File: src/rtl/ann_pkg.sv
`default_nettype none
// ============================================================================
// Module      : ann_pkg
// Description : Shared types, state encoding, weight indices and the
//               signed 8-bit saturation helper for the XOR-net trainer.
// Revision    : 1.0 - initial release
// ============================================================================
package ann_pkg;

    typedef logic signed [7:0] weight_t;

    typedef enum logic [2:0] {
        IDLE = 3'd0,
        ERR  = 3'd1,
        DH_A = 3'd2,
        DH_B = 3'd3,
        UPD  = 3'd4,
        DONE = 3'd5
    } state_t;

    localparam int W_1A1 = 0;
    localparam int W_1A2 = 1;
    localparam int W_1A3 = 2;
    localparam int W_1B1 = 3;
    localparam int W_1B2 = 4;
    localparam int W_1B3 = 5;
    localparam int W_1C1 = 6;
    localparam int W_1C2 = 7;
    localparam int W_1C3 = 8;
    localparam int NW    = 9;

    // Clamp a sign-extended value into the signed 8-bit range.
    function automatic weight_t sat8(input logic signed [15:0] v);
        if (v > 16'sd127)
            return 8'sh7F;
        else if (v < -16'sd128)
            return 8'sh80;
        else
            return weight_t'(v[7:0]);
    endfunction

endpackage
`default_nettype wire

File: src/rtl/ann_sat_mac.sv
`default_nettype none
// ============================================================================
// Module      : ann_sat_mac
// Description : Combinational saturating MAC: 8x8 signed product, arithmetic
//               shift (FRAC, or FRAC+LR_SHIFT when i_lr), sat8, then a
//               saturating add to the accumulator input.
// Revision    : 1.0 - initial release
// ============================================================================
module ann_sat_mac
    import ann_pkg::*;
#(
    parameter int FRAC     = 4,
    parameter int LR_SHIFT = 2
) (
    input  logic signed [7:0] i_a,
    input  logic signed [7:0] i_b,
    input  logic signed [7:0] i_acc,
    input  logic              i_lr,
    output logic signed [7:0] o_sum
);

    logic signed [15:0] w_prod;
    logic signed [15:0] w_shift;
    weight_t            w_term;
    logic signed [8:0]  w_sum9;

    assign w_prod  = i_a * i_b;
    // Learning-rate scaling folds into the same shifter as the fixed-point renormalisation
    assign w_shift = i_lr ? (w_prod >>> (FRAC + LR_SHIFT)) : (w_prod >>> FRAC);
    assign w_term  = sat8(w_shift);
    assign w_sum9  = {i_acc[7], i_acc} + {w_term[7], w_term};
    assign o_sum   = sat8({{7{w_sum9[8]}}, w_sum9});

endmodule
`default_nettype wire

File: src/rtl/ann_backprop_trainer.sv
`default_nettype none
// ============================================================================
// Module      : ann_backprop_trainer
// Description : Backward-pass engine for the 2-2-1 XOR network. Computes the
//               output error, both hidden deltas and updates the nine weights
//               in place through one shared saturating MAC.
// Revision    : 1.0 - initial release
// ============================================================================
module ann_backprop_trainer
    import ann_pkg::*;
#(
    parameter int      FRAC     = 4,
    parameter int      LR_SHIFT = 2,
    parameter weight_t WINIT    = 8'sh10
) (
    input  logic        clk,
    input  logic        rst,
    input  logic        train,
    input  logic        start,
    input  logic [7:0]  x1,
    input  logic [7:0]  x2,
    input  logic [7:0]  h_a,
    input  logic [7:0]  h_b,
    input  logic [7:0]  y,
    input  logic [7:0]  target,
    input  logic        wload,
    input  logic [3:0]  wsel,
    input  logic [7:0]  wdata,
    output logic        busy,
    output logic        done,
    output logic [7:0]  err_out,
    output logic [71:0] weights
);

    localparam weight_t c_BIAS = weight_t'(1 << FRAC);

    state_t            r_state;
    state_t            w_next;
    logic              r_busy;
    logic              r_done;
    logic [3:0]        r_k;
    weight_t           r_x1, r_x2, r_ha, r_hb, r_y, r_tgt;
    weight_t           r_err, r_da, r_db;
    weight_t           r_w [NW];

    weight_t           w_mac_a, w_mac_b, w_mac_acc, w_mac_out;
    logic              w_mac_lr;
    logic signed [8:0] w_diff;

    assign w_diff = {r_tgt[7], r_tgt} - {r_y[7], r_y};

    ann_sat_mac #(
        .FRAC     (FRAC),
        .LR_SHIFT (LR_SHIFT)
    ) u_mac (
        .i_a   (w_mac_a),
        .i_b   (w_mac_b),
        .i_acc (w_mac_acc),
        .i_lr  (w_mac_lr),
        .o_sum (w_mac_out)
    );

    // State register with registered busy/done derived from the next state
    always_ff @(posedge clk or negedge rst) begin
        if (!rst) begin
            r_state <= IDLE;
            r_busy  <= 1'b0;
            r_done  <= 1'b0;
        end else begin
            r_state <= w_next;
            r_busy  <= (w_next != IDLE);
            r_done  <= (w_next == DONE);
        end
    end

    // Next-state logic; a host write in the same cycle suppresses a start
    always_comb begin
        w_next = r_state;
        case (r_state)
            IDLE:    if (start && train && !wload) w_next = ERR;
            ERR:     w_next = DH_A;
            DH_A:    w_next = DH_B;
            DH_B:    w_next = UPD;
            UPD:     if (r_k == 4'(NW - 1)) w_next = DONE;
            DONE:    w_next = IDLE;
            default: w_next = IDLE;
        endcase
    end

    // MAC operand steering by state and update index
    always_comb begin
        w_mac_a   = '0;
        w_mac_b   = '0;
        w_mac_acc = '0;
        w_mac_lr  = 1'b0;
        case (r_state)
            DH_A: begin
                w_mac_a = r_err;
                w_mac_b = r_w[W_1C1];
            end
            DH_B: begin
                w_mac_a = r_err;
                w_mac_b = r_w[W_1C2];
            end
            UPD: begin
                w_mac_lr  = 1'b1;
                w_mac_acc = r_w[r_k];
                case (r_k)
                    4'd0:    begin w_mac_a = r_da;  w_mac_b = r_x1;   end
                    4'd1:    begin w_mac_a = r_da;  w_mac_b = r_x2;   end
                    4'd2:    begin w_mac_a = r_da;  w_mac_b = c_BIAS; end
                    4'd3:    begin w_mac_a = r_db;  w_mac_b = r_x1;   end
                    4'd4:    begin w_mac_a = r_db;  w_mac_b = r_x2;   end
                    4'd5:    begin w_mac_a = r_db;  w_mac_b = c_BIAS; end
                    4'd6:    begin w_mac_a = r_err; w_mac_b = r_ha;   end
                    4'd7:    begin w_mac_a = r_err; w_mac_b = r_hb;   end
                    default: begin w_mac_a = r_err; w_mac_b = c_BIAS; end
                endcase
            end
            default: ;
        endcase
    end

    // Datapath: input latch, error/delta capture, in-place weight updates, host writes
    always_ff @(posedge clk or negedge rst) begin
        if (!rst) begin
            r_k   <= '0;
            r_x1  <= '0;
            r_x2  <= '0;
            r_ha  <= '0;
            r_hb  <= '0;
            r_y   <= '0;
            r_tgt <= '0;
            r_err <= '0;
            r_da  <= '0;
            r_db  <= '0;
            for (int i = 0; i < NW; i++) r_w[i] <= WINIT;
        end else begin
            case (r_state)
                IDLE: begin
                    if (wload) begin
                        if (wsel < 4'(NW)) r_w[wsel] <= wdata;
                    end else if (start && train) begin
                        r_x1  <= x1;
                        r_x2  <= x2;
                        r_ha  <= h_a;
                        r_hb  <= h_b;
                        r_y   <= y;
                        r_tgt <= target;
                    end
                end
                ERR:  r_err <= sat8({{7{w_diff[8]}}, w_diff});
                DH_A: r_da  <= w_mac_out;
                DH_B: r_db  <= w_mac_out;
                UPD: begin
                    r_w[r_k] <= w_mac_out;
                    r_k      <= (r_k == 4'(NW - 1)) ? 4'd0 : r_k + 4'd1;
                end
                default: ;
            endcase
        end
    end

    for (genvar gi = 0; gi < NW; gi++) begin : g_flat
        assign weights[8*gi +: 8] = r_w[gi];
    end

    assign busy    = r_busy;
    assign done    = r_done;
    assign err_out = r_err;

endmodule
`default_nettype wire

File: config.mk
export PLATFORM = sky130hd
export DESIGN_NAME = ann_backprop_trainer
export DESIGN_NICKNAME = d
export VERILOG_FILES = /design/src/rtl/ann_pkg.sv /design/src/rtl/ann_sat_mac.sv /design/src/rtl/ann_backprop_trainer.sv
export SDC_FILE = /design/constraint.sdc
export NUM_CORES = 1
export LEC_CHECK = 0
export ABC_AREA = 1
export CORE_ASPECT_RATIO = 1.1
export CORE_MARGIN = 1.5
export CORE_UTILIZATION = 52
export DETAILED_ROUTE_END_ITERATION = 7
export PLACE_DENSITY_LB_ADDON = 0.1
export SYNTH_ARGS = -nofsm -noshare
export SYNTH_HDL_FRONTEND = slang
export SYNTH_SLANG_ARGS = --single-unit
File: constraint.sdc
create_clock -name clk -period 7.3 [get_ports clk]
set_input_delay 0.73 -clock clk [delete_from_list [all_inputs] [get_ports clk]]
set_output_delay 0.73 -clock clk [all_outputs]
set_load 0.005 [all_outputs]
-- Word-level counts from Yosys, hierarchy flattened
Cells that the tools add are included.
- register bits: 153
- input port bits: 65
- output and inout port bits: 82
- word-level logic and storage cells: 100
- add/sub/neg operators: 3
- multipliers: 1
- order comparisons: 11
- eq/ne operators: 15
- mux-type cells: 29
- bitwise gates (word level): 3
- reduce and logical (&&, ||, !) cells: 16
- operators by type and width (cell ; number):
    $bwmux 72 ; 2
    $mux 72 ; 2
    $pmux 72 s2 ; 1
    $mux 8 ; 11
    $demux 8 s4 ; 2
    $bmux 8 s4 ; 1
    $pmux 8 s2 ; 2
    $pmux 8 s4 ; 1
    $pmux 8 s3 ; 1
    $gt 9x8->1 const B ; 2
    $lt 9x8->1 const B ; 2
    $eq 4x3->1 const B ; 4
    $mul 8x8->16 ; 1
    $pmux 3 s5 ; 1
    $gt 12x8->1 const B ; 1
    $lt 12x8->1 const B ; 1
    $mux 11 ; 1
    $ge 5x5->1 const B ; 2
    $lt 5x1->1 const B ; 2
    $not 4->5 ; 2
    $add 8x8->9 ; 1
    $sub 8x8->9 ; 1
    $eq 4x2->1 const B ; 2
    $eq 3x2->1 const B ; 2
    other kinds (20) ; 30

-- Longest topological paths before layout
- word-level depth: 15
- gate-level depth with buffers: 52
- gate-level depth less buffers: 48

-- Modules after synthesis
A second synthesis with hierarchy kept.
- cell total of the unflattened synthesis: 1607
- area total of the unflattened synthesis: 11815.1 um^2
- by module, submodules not included (module ; times used ; cells an instance ; area an instance (um^2) ; sequential area each (um^2)):
    ann_backprop_trainer ; 1 ; 1082 ; 8375.5 ; 3839.9
    ann_sat_mac ; 1 ; 525 ; 3439.5 ; 0.0

-- Least setup slack after synthesis
OpenSTA, ideal clock, no wires.
- path kind: register -> register
- start point: register r_k[0]
- end point: register r_w (netlist bit weights[70])
- library setup time: 0.127 ns
- arrival time: 7.941 ns
- required time: 7.173 ns
- setup slack: -0.768 ns
- cell stages (with the launch flop): 50
- buffers on the path: 4
- clock period less this slack: 8.068 ns
- path through: dfrtp_1 -> clkbuf_1 -> clkinv_1 -> clkbuf_1 -> clkbuf_1 -> ha_1 -> inv_1 -> nor2_4 -> inv_2 -> nand3_2 -> inv_1 -> nand3_1 -> nand2_1 -> a22o_1 -> nand2_1 -> inv_1 -> fa_1 -> inv_1 -> [... 14 more ...] -> nand2_1 -> nor2_1 -> nand2_1 -> nand2_1 -> nand2_1 -> nand2_1 -> ha_1 -> fa_1 -> nand3_1 -> nand3_1 -> nand2_1 -> nand3_2 -> xor2_4 -> nor2_4 -> o21ai_2 -> buf_4 -> nand2_1 -> o21ai_0
- longest elaborated chain between the ends: 15
- elaborated cells between the ends (all ways): 39
- those cells by class: add/sub (1); mul (1); order compare (6); eq/ne (7); mux (17); bitwise (1); reduce/logical (6)
- RTL lines (what ; RTL line ; source):
    from (decl) ; ann_backprop_trainer.sv:41 ; logic [3:0] r_k;
    from (signal assigned) ; ann_backprop_trainer.sv:157 ; r_k <= (r_k == 4'(NW - 1)) ? 4'd0 : r_k + 4'd1;
    $eq 4x3->1, or another cell as far along ; ann_backprop_trainer.sv:108 ; case (r_k)
    $reduce_or 2->1 (no source line) or $reduce_or 3->1 (tied branches) ; - ;
    $pmux 8 s4 or $pmux 8 s2 (tied branches) ; ann_backprop_trainer.sv:108 ;
    $pmux 8 s3 or $pmux 8 s2 (tied branches) ; ann_backprop_trainer.sv:96 ; case (r_state)
    $mul 8x8->16 ; ann_sat_mac.sv:27 ; assign w_prod = i_a * i_b;
    $mux 11 ; ann_sat_mac.sv:29 ; assign w_shift = i_lr ? (w_prod >>> (FRAC + LR_SHIFT)) : (w_prod >>> FRAC);
    $lt 12x8->1 ; ann_pkg.sv:36 ; else if (v < -16'sd128)
    $mux 8 ; ann_pkg.sv:36 ;
    $mux 8 ; ann_pkg.sv:34 ; if (v > 16'sd127)
    $add 8x8->9 ; ann_sat_mac.sv:31 ; assign w_sum9 = {i_acc[7], i_acc} + {w_term[7], w_term};
    $lt 9x8->1 ; ann_pkg.sv:36 ;
    $mux 8 ; ann_pkg.sv:36 ;
    $mux 8 ; ann_pkg.sv:34 ;
    $bwmux 72 (*) ; ann_backprop_trainer.sv:156 ; r_w[r_k] <= w_mac_out;
    $pmux 72 s2 (*) ; ann_backprop_trainer.sv:139 ; case (r_state)
    to (signal, indexed assignment) ; ann_backprop_trainer.sv:142 ; if (wsel < 4'(NW)) r_w[wsel] <= wdata;
    to (signal, indexed assignment) ; ann_backprop_trainer.sv:156 ;
    to (decl) ; ann_backprop_trainer.sv:44 ; weight_t r_w [NW];
Every way passes the cells marked *; elsewhere a longest branch is shown, timed or not. The select of a mux whose other input is x is not followed.
A chain may end at the register's enable or synchronous reset.

-- Worst setup path after layout
- start point: register r_k[0]
- end point: register r_w (netlist bit weights[26])
The elaborated chain is that of the path after synthesis.

==> flow_summary.json <==
{
  "synthCells": 1570,
  "fin_crit_sh_pct": 102,
  "vias": 11780,
  "cp_max_fo": 7,
  "relSlewSlack_pct": 42.4,
  "yosys-top-cells-count": "nand2_1 (455), inv_1 (220), o21ai_0 (189)",
  "grt_util_all_layers_pct": 34.0,
  "netlist_area_sq_um": 11600,
  "die_y_um": 160,
  "yosys_warnings": 0,
  "hold_violations": 0,
  "synthArstFlopShare_pct": 100,
  "use_met1_pct": 44.1,
  "crit_top_cell": "nand2_2",
  "crit_type": "register to register",
  "worstPathRequired_ns": 7.67,
  "r2r_start": "r_k[0]",
  "finalWeightedCongestion": 0.960,
  "fin_nets": 2009,
  "grt.overflow.total": 0,
  "pin_count": 147,
  "cp_data_arrival_time_ns": 7.84,
  "regArea_sq_um": 3840,
  "finClkSkew_ns": 0.0173,
  "cts_hold_buf": 0,
  "yosysTopAreaCell": "dfrtp_1",
  "clock_latency_ns": 0.44,
  "dieWidth_um": 146,
  "drc_errors": 0,
  "violations": "setup timing",
  "dr.first_iter.drc_count": 1040,
  "start_util_pct": 52.8,
  "yosysMostFrequentCell": "nand2_1",
  "num_rows": 57,
  "core_sq_um": 22000,
  "synth.distinct_cells": 53,
  "fmax_mhz": 134,
  "clock_sinks": 153,
  "wl_per_cell_um": 18.2,
  "fin_util_pct": 72.4,
  "synth_seq_area_share_pct": 33.0,
  "grt_util_met2_pct": 57.5,
  "drive_gt1_share_pct": 22.0,
  "grt_max_degree": 88,
  "antenna_cells_inserted": 0,
  "worstRegToRegCells": 47,
  "postRouteAntennaNets": 0,
  "clock_path_buffers": 2,
  "status": "complete, but fails checks",
  "fin_ws_ns": -0.170,
  "tightest_slew_ns": 0.858,
  "portBuffers": 146,
  "cp_slowest_cell": "fa_1",
  "busiest_layer": "met2",
  "min_period_ns": 7.47,
  "die-area_sq_um": 23300,
  "rsz0062_at_grt": "true",
  "rrSetupSlack_ns": -0.17,
  "cts-root-buf": "clkbuf_16",
  "synthToLayoutAreaGrowth_pct": 37.2,
  "synth_ff_type": "dfrtp_1",
  "critical-path-max-stage-delay_ns": 0.55,
  "worst_r2r_endpoint": "weights[26]",
  "multi_input_area_sq_um": 7450,
  "hold_path.class": "input pin to async pin",
  "setup_viol": 72,
  "setup.worst_path.start_class": "register",
  "routed_via_density": 5.48,
  "synth_top_area_share_pct": 31.0,
  "met3_usage_pct": 5.29,
  "syn_nets": 1739,
  "dpl.hpwl_um": 29300,
  "drv_cap": 0,
  "fillers": 1735,
  "htreeDepth": 4,
  "antenna_found_initial": 0,
  "grt_pass1_vias": 11629,
  "drt_pass1_iterations": 6,
  "syn_area_per_cell_sq_um": 7.41,
  "clk_pin_slew_ns": 0.07,
  "drv_slew": 0,
  "wl_um": 39100,
  "critPathCaptureType": "register",
  "synth_edf_count": 0,
  "grt_pass1_wl_um": 61700,
  "cts_tree": "done",
  "ys_seq_elements": 153,
  "cts_made_buffers": 17,
  "yosys-top-cells-area": "dfrtp_1 (31%), nand2_1 (15%), fa_1 (9.6%), o21ai_0 (8.1%), inv_1 (7.1%)"
}
==> state kept, by name, summed over array words and instances, names as in the netlist <==
register and cells:
weights 72, r_x1 8, r_tgt 8, r_hb 8, done 1, r_ha 8, err_out 8, r_da 8
r_state 3, r_k 4, busy 1, r_db 8, r_y 8, r_x2 8
==> worst max-delay path by stage <==
stage / start / end / slack [ns] / cells after the start
floorplan: r_k[0] / weights[49] / 0.06 / 49
global placement: r_k[0] / weights[0] / -0.38 / 42
detailed placement: r_k[1] / r_da[0] / -0.59 / 42
CTS: r_k[0] / weights[66] / -0.04 / 46
global route: r_k[3] / weights[26] / -0.53 / 45
finish: r_k[0] / weights[26] / -0.17 / 47
==> worst max-delay path: cells and delay by family (launching register included) <==
| kind | cells | cell delay, ns |
|---|---|---|
| xor gates and xnor gates | 1 | 0.27 |
| AOI/OAI and AO/OA | 5 | 0.61 |
| buffers and inverters | 12 | 1.16 |
| adders and majority gates | 8 | 3.05 |
| DFF | 1 | 0.50 |
| and+or+nand+nor | 21 | 1.77 |
==> cells in the final DEF, fill, tap and decap left out, drive strengths merged, types with 3 or more instances in the layout <==
cell,count
xor2,12
dfstp,9
nor3,10
xnor2,9
nand4,9
inv,255
nand3,57
o21ai,242
buf,152
nand2,461
dfrtp,144
nor2,123
ha,48
a21oi,36
fa,56
a31oi,6
o221ai,4
clkdlybuf4s50,145
clkinv,5
o22ai,8
a311oi,4
or2,6
a41oi,3
o221a,3
a22oi,16
clkbuf,17
==> routing by layer <==
| metal | routed length, um | share of wire (%) | vias to the layer above |
|---|---|---|---|
| met4 | 1070 | 2.7 | 0 |
| met3 | 3010 | 7.7 | 82 |
| met2 | 19300 | 49 | 516 |
| met5 | 0 | 0 | - |
| met1 | 15700 | 40 | 5634 |
| li1 | - | - | 5548 |
==> cell families after synthesis <==
group           after synthesis  share of synthesized area [%]
flops                       153                           33.0
fa+ha+maj                   104                           14.8
compound gates              328                           15.9
xor+xnor                     21                           1.81
mux                           2                          0.172
buf+inv                     293                           10.2
simple gates                669                           24.0
==> through the flow <==
stage	std cells	TNS, ns	hold WS [ns]	area [sq um]	setup slack [ns]
2_1_floorplan	1570	0	0.434	11800	0.0596
3_3_place_gp	2067	-23.16	0.459	14200	-0.378
3_5_place_dp	2067	-39.68	0.461	14200	-0.592
4_1_cts	2133	-0.218	0.394	15600	-0.0395
5_1_grt	2148	-36.43	0.424	16000	-0.527
6_report	2148	-7.05	0.351	16000	-0.170
==> what timing repair did <==
item	in CTS	in global routing
gates cloned	1	0
gates resized for setup	116	79
pin swaps	86	41
setup endpoints to repair	88	88
setup buffers	33	15
==> area by class of cell <==
| class | instances | share of cell area, % |
|---|---|---|
| Multi-Input combinational cell | 1125 | 46.7 |
| Clock buffer | 17 | 2.67 |
| Inverter | 246 | 6.07 |
| Tap cell | 295 | 2.31 |
| Clock inverter | 15 | 1.07 |
| Timing Repair Buffer | 297 | 17.1 |
| Sequential cell | 153 | 24.1 |
Power is left out: the tool's default activity adds up to more than one toggle a clock period on the data nets, which glitch-free logic cannot reach.
